File: src/rtl/encoded_pp_scheduler_pkg.sv
`default_nettype none
// ---------------------------------------------------------------------------
// pp_sched_pkg : shared state encoding and command codes for the PP scheduler
// Revision: 1.0
// ---------------------------------------------------------------------------
package pp_sched_pkg;

  typedef enum logic [1:0] {
    IDLE  = 2'd0,
    SCAN  = 2'd1,
    ISSUE = 2'd2,
    DONE  = 2'd3
  } state_e;

  localparam logic [1:0] CMD_NONE  = 2'b00;
  localparam logic [1:0] CMD_SHIFT = 2'b01;
  localparam logic [1:0] CMD_FULL  = 2'b10;

endpackage
`default_nettype wire

File: src/rtl/encoded_pp_scheduler_byte_classifier.sv
`default_nettype none
// ---------------------------------------------------------------------------
// byte_classifier : combinational zero / one-hot / multi-bit byte classifier
// Revision: 1.0
// ---------------------------------------------------------------------------
module byte_classifier (
  input  logic [7:0] data,
  output logic       is_zero,
  output logic       is_onehot,
  output logic       is_multi,
  output logic [2:0] pos
);

  logic [3:0] w_cnt;
  logic [2:0] w_hi;

  always_comb begin
    w_cnt = 4'd0;
    w_hi  = 3'd0;
    for (int i = 0; i < 8; i++) begin
      w_cnt = w_cnt + {3'b000, data[i]};
      if (data[i]) w_hi = 3'(i);
    end
  end

  // Bit 0 is the LSB; the position is only defined for a single set bit.
  assign is_zero   = (w_cnt == 4'd0);
  assign is_onehot = (w_cnt == 4'd1);
  assign is_multi  = (w_cnt > 4'd1);
  assign pos       = is_onehot ? w_hi : 3'd0;

endmodule
`default_nettype wire

File: src/rtl/encoded_pp_scheduler.sv
`default_nettype none
// ---------------------------------------------------------------------------
// encoded_pp_scheduler : scans a multiplier operand bytewise and issues
// SHIFT / FULL partial-product commands over a valid/ready handshake.
// Revision: 1.0
// ---------------------------------------------------------------------------
module encoded_pp_scheduler
  import pp_sched_pkg::*;
#(
  parameter int NBYTES = 8,
  parameter int CNTW   = 4
) (
  input  logic                      clk,
  input  logic                      rst,
  input  logic                      start,
  input  logic [8*NBYTES-1:0]       operand,
  output logic                      busy,
  output logic                      cmd_valid,
  input  logic                      cmd_ready,
  output logic [1:0]                cmd_type,
  output logic [$clog2(NBYTES)-1:0] cmd_byte,
  output logic [2:0]                cmd_shift,
  output logic [7:0]                cmd_data,
  output logic                      cmd_last,
  output logic                      done,
  output logic [CNTW-1:0]           n_skip,
  output logic [CNTW-1:0]           n_shift,
  output logic [CNTW-1:0]           n_full
);

  localparam int IDXW = $clog2(NBYTES);

  state_e              state_q;
  logic [8*NBYTES-1:0] opnd_q;
  logic [IDXW-1:0]     idx_q;
  logic                busy_q, valid_q, done_q, last_q;
  logic [1:0]          type_q;
  logic [IDXW-1:0]     byte_q;
  logic [2:0]          shift_q;
  logic [7:0]          data_q;
  logic [CNTW-1:0]     skip_q, nshift_q, nfull_q;

  logic [NBYTES-1:0]   w_nz;
  logic                w_nz_from, w_nz_above;
  logic [7:0]          w_cur;
  logic                w_is_zero, w_is_onehot, w_is_multi;
  logic [2:0]          w_pos;

  for (genvar g = 0; g < NBYTES; g++) begin : g_nz
    assign w_nz[g] = |opnd_q[8*g +: 8];
  end

  // "Anything left at or above idx" ends the scan; "anything strictly above" marks the last command.
  assign w_nz_from  = |(w_nz >> idx_q);
  assign w_nz_above = |((w_nz >> idx_q) >> 1);
  assign w_cur      = opnd_q[{idx_q, 3'b000} +: 8];

  byte_classifier u_cls (
    .data      (w_cur),
    .is_zero   (w_is_zero),
    .is_onehot (w_is_onehot),
    .is_multi  (w_is_multi),
    .pos       (w_pos)
  );

  always_ff @(posedge clk) begin
    if (rst) begin
      state_q  <= IDLE;
      opnd_q   <= '0;
      idx_q    <= '0;
      busy_q   <= 1'b0;
      valid_q  <= 1'b0;
      done_q   <= 1'b0;
      last_q   <= 1'b0;
      type_q   <= CMD_NONE;
      byte_q   <= '0;
      shift_q  <= 3'd0;
      data_q   <= 8'd0;
      skip_q   <= '0;
      nshift_q <= '0;
      nfull_q  <= '0;
    end else begin
      done_q <= 1'b0;
      case (state_q)
        IDLE: begin
          if (start) begin
            opnd_q   <= operand;
            idx_q    <= '0;
            skip_q   <= '0;
            nshift_q <= '0;
            nfull_q  <= '0;
            busy_q   <= 1'b1;
            state_q  <= SCAN;
          end
        end
        SCAN: begin
          if (!w_nz_from) begin
            skip_q  <= skip_q + (CNTW'(NBYTES) - CNTW'(idx_q));
            done_q  <= 1'b1;
            state_q <= DONE;
          end else if (w_is_zero) begin
            skip_q <= skip_q + CNTW'(1);
            idx_q  <= idx_q + IDXW'(1);
          end else begin
            valid_q <= 1'b1;
            type_q  <= w_is_onehot ? CMD_SHIFT : (w_is_multi ? CMD_FULL : CMD_NONE);
            byte_q  <= idx_q;
            shift_q <= w_pos;
            data_q  <= w_cur;
            last_q  <= !w_nz_above;
            if (w_is_onehot) nshift_q <= nshift_q + CNTW'(1);
            else             nfull_q  <= nfull_q + CNTW'(1);
            state_q <= ISSUE;
          end
        end
        ISSUE: begin
          if (cmd_ready) begin
            valid_q <= 1'b0;
            if (last_q) begin
              done_q  <= 1'b1;
              state_q <= DONE;
            end else begin
              idx_q   <= idx_q + IDXW'(1);
              state_q <= SCAN;
            end
          end
        end
        DONE: begin
          busy_q  <= 1'b0;
          type_q  <= CMD_NONE;
          byte_q  <= '0;
          shift_q <= 3'd0;
          data_q  <= 8'd0;
          last_q  <= 1'b0;
          state_q <= IDLE;
        end
        default: state_q <= IDLE;
      endcase
    end
  end

  assign busy      = busy_q;
  assign cmd_valid = valid_q;
  assign cmd_type  = type_q;
  assign cmd_byte  = byte_q;
  assign cmd_shift = shift_q;
  assign cmd_data  = data_q;
  assign cmd_last  = last_q;
  assign done      = done_q;
  assign n_skip    = skip_q;
  assign n_shift   = nshift_q;
  assign n_full    = nfull_q;

endmodule
`default_nettype wire

File: config.mk
export PLATFORM = sky130hd
export DESIGN_NAME = encoded_pp_scheduler
export DESIGN_NICKNAME = d
export VERILOG_FILES = /design/src/rtl/encoded_pp_scheduler_pkg.sv /design/src/rtl/encoded_pp_scheduler_byte_classifier.sv /design/src/rtl/encoded_pp_scheduler.sv
export SDC_FILE = /design/constraint.sdc
export NUM_CORES = 1
export LEC_CHECK = 0
export ABC_AREA = 1
export CAP_MARGIN = 5
export CORE_ASPECT_RATIO = 0.5
export CORE_MARGIN = 4
export CORE_UTILIZATION = 60
export DETAILED_ROUTE_END_ITERATION = 8
export DONT_BUFFER_PORTS = 1
export PLACE_DENSITY = 0.76
export RECOVER_POWER = 100
export REMOVE_ABC_BUFFERS = 1
export SLEW_MARGIN = 40
export SYNTH_ARGS = -nofsm -noshare
export SYNTH_HDL_FRONTEND = slang
export SYNTH_SLANG_ARGS = --single-unit
File: constraint.sdc
create_clock -name clk -period 5.7 [get_ports clk]
set_input_delay 1.14 -clock clk [delete_from_list [all_inputs] [get_ports clk]]
set_output_delay 1.14 -clock clk [all_outputs]
set_load 0.01 [all_outputs]
==> flow_metrics.env <==
export IMPL_relSlewSlack_pct=-44.42
export IMPL_powerDensity_nw_per_um2=631.5
export IMPL_pin_count=100
export IMPL_synth_distinct_cells=34
export IMPL_placed_cell_area_um2=5310
export IMPL_numPortBuffers=0
export IMPL_tightest_slew_ns=2.166
export IMPL_criticalPathCategory="reg2reg"
export IMPL_irDropWorstVdd_uv=431.6
export IMPL_ys_ff_latch=101
export IMPL_cts_made_buffers=9
export IMPL_place_congestion=0.8537
export IMPL_tritoncts="built"
export IMPL_grt_met2_usage_pct=37.55
export IMPL_antenna_found_initial=0
export IMPL_drtIter0Drc=346
export IMPL_min_period_over_period_pct=90.91
export IMPL_cts_sinks=101
export IMPL_async_flop_share_pct=0
export IMPL_critPathLaunchType="flip-flop"
export IMPL_grt_pass1_wl_um=20830
export IMPL_dieArea_um2=10510
export IMPL_synth_edff_count=0
export IMPL_stdcell_area_um2=5638
export IMPL_place_hpwl_um=9279
export IMPL_cts_root_buffer="clkbuf_16"
export IMPL_fmax_mhz=193.0
export IMPL_failed_checks="max-capacitance violations, max-slew violations"
export IMPL_start_util_pct=64.05
export IMPL_synthTopCellsByArea="dfxtp_1 38%, nor2_1 15%, o21ai_0 10%, nand2_1 10%, a21oi_1 4.0%"
export IMPL_min_path_type="reg2reg"
export IMPL_finalNetCount=868
export IMPL_worstSkewPairLatency_ns=0.35
export IMPL_synthFlopType="dfxtp_1"
export IMPL_setup_tns_ns=0
export IMPL_yosysWarnings=0
export IMPL_via_per_inst=5.482
export IMPL_yosysTopAreaCell="dfxtp_1"
export IMPL_cap_viol_max_count=1
export IMPL_grt_busiest_layer="met2"
export IMPL_postSynthAreaPerCell_um2=6.636
export IMPL_gr_usage_met3_pct=7.001
export IMPL_wl_per_cell_um=14.13
export IMPL_hold_violations=0
export IMPL_hold_buffers=0
export IMPL_htree_levels=3
export IMPL_worstPathRequired_ns=5.94
export IMPL_drtAntennaViolNets=0
export IMPL_clockBufferDepth=2
export IMPL_grt_max_degree=73
export IMPL_rsz0062_at_grt="no"
export IMPL_synthTopCellsByCount="211 x nor2_1, 141 x nand2_1, 111 x o21ai_0"
export IMPL_antenna_cells=0
export IMPL_arrival_ns=5.42
export IMPL_synthCells=800
export IMPL_finalMaxSlewViolations=73
export IMPL_dr_total_vias=4917
export IMPL_fp_dieW_um=141.0
export IMPL_worst_hold_slack_ns=0.4816
export IMPL_die_h_um=74.52
export IMPL_track_usage_pct=24.54
export IMPL_yosysMostFrequentCell="nor2_1"
export IMPL_yosysSeqAreaShare_pct=38.09
export IMPL_grt_ovfl_total=0
export IMPL_fin_crit_ns=5.182
export IMPL_drive_gt1_share_pct=4.968
export IMPL_coreArea_um2=8288
export IMPL_drc=0
export IMPL_skew_ns=0.007867
export IMPL_totalWireLength_um=12680
export IMPL_clkTransAtPathRegs_ns=0.07
export IMPL_first_pass_iters=5
export IMPL_worst_setup_path_end_kind="flip-flop"
export IMPL_worst_path_max_fanout=35
export IMPL_syn_cell_area_um2=5309
export IMPL_p_leak_nw=2.408
export IMPL_setup_violations=0
export IMPL_area_growth_syn_to_layout_pct=6.198
export IMPL_fp_row_count=23
export IMPL_status="complete, but fails checks"
export IMPL_use_met1_pct=34.53
export IMPL_synth_top_area_share_pct=38.09
export IMPL_grt_pass1_vias=4302
[cell families (layout without fill, tap and decap cells)]
group                      count (synthesis)  in the layout  synth area share (%)
and+or+nand+nor                          415            415                 31.75
AOI/OAI and AO/OA                        166            166                 16.14
DFF                                      101            101                 38.09
buffers and inverters                     90             75                 7.282
adders and majority gates                 20             20                 5.421
xor gates and xnor gates                   8              8                 1.320
[area by class of cell]
| class | instances | area (µm²) |
|---|---|---|
| well taps | 112 | 140.1 |
| repair buffers | 13 | 93.84 |
| multi-input cells | 609 | 2913 |
| fillers | 773 | 2650 |
| clock inverters | 6 | 53.80 |
| flip-flops and latches | 101 | 2022 |
| clock buffers | 10 | 239.0 |
| inverters | 46 | 176.4 |
[repair_timing]
action	4_1_cts	5_1_grt
setup endpoints to repair	0	20
resized for setup	0	2
setup buffers	0	4
[worst paths after layout]
check                           startpoint        end  slack [ns]  cells after the start
worst max register to register    idx_q[0]  n_skip[3]        0.52                     21
worst min-delay path             opnd_q[1]  opnd_q[1]        0.48                      2
worst max-delay path              idx_q[0]  n_skip[3]        0.52                     21
worst min register to register   opnd_q[1]  opnd_q[1]        0.48                      2
[flip-flops by register name, indices dropped and copies added, names as in the netlist]
register	count
done	1
opnd_q	64
n_shift	4
state_q	2
idx_q	3
cmd_last	1
n_full	4
cmd_valid	1
cmd_byte	3
cmd_type	2
n_skip	4
cmd_shift	3
busy	1
cmd_data	8
[critical path, cell delays in order, from the launching register on]
cell	delay, ns
dfxtp_1	0.37
buf_4	0.33
o21ai_0	0.15
o22ai_1	0.21
nor2_1	0.07
a31oi_1	0.30
ha_1	0.31
fa_1	0.53
inv_1	0.05
fa_1	0.53
inv_1	0.06
fa_1	0.44
inv_1	0.08
fa_1	0.42
nand2_1	0.10
nor2_1	0.07
nor2_1	0.37
nand2_1	0.20
nand2_1	0.23
nand2_1	0.09
nand2_1	0.07
nor2_1	0.07
[stage by stage]
| stage | instances | total power [mW] | util (%) | setup WS (ns) |
|---|---|---|---|---|
| after floorplan | 756 | 2.480 | - | 0.3548 |
| after global placement | 877 | 2.891 | 64.01 | 0.5905 |
| after detailed placement | 877 | 2.945 | 64.07 | 0.3750 |
| after CTS | 893 | 3.549 | 67.60 | 0.3368 |
| after global routing | 897 | 3.948 | 68.03 | 0.03757 |
| final | 897 | 3.560 | 68.03 | 0.5180 |
[routing by layer]
| layer | wire length (µm) | vias to the layer above |
|---|---|---|
| met2 | 5373 | 129 |
| met5 | 0 | - |
| li1 | - | 2551 |
| met1 | 6263 | 2222 |
| met3 | 919 | 15 |
| met4 | 122 | 0 |
[placed cells by master, fill, tap and decap left out, types with 2 or more instances in the layout]
cell	instances
nor2_1	211
nand2_1	140
o21ai_0	111
dfxtp_1	101
inv_1	43
a21oi_1	42
nand3_1	40
ha_1	15
nand4_1	12
buf_4	12
clkbuf_16	9
o22ai_1	7
xor2_1	5
fa_1	5
xnor2_1	3
clkinvlp_4	2
inv_2	2
o211ai_1	2
nand2_4	2
nor3_1	2
nand2_2	2
nor2_4	2
clkinv_4	2
inv_6	2
[power by group]
part	switching [mW]	leakage, nW	total, mW	internal (mW)
Clock	0.280	0.142	0.596	0.316
Combinational	1.25	1.43	1.88	0.637
Sequential	0.184	0.832	1.08	0.896
Total	1.71	2.41	3.56	1.85
Note: power is estimated with default switching activity, not from simulation.
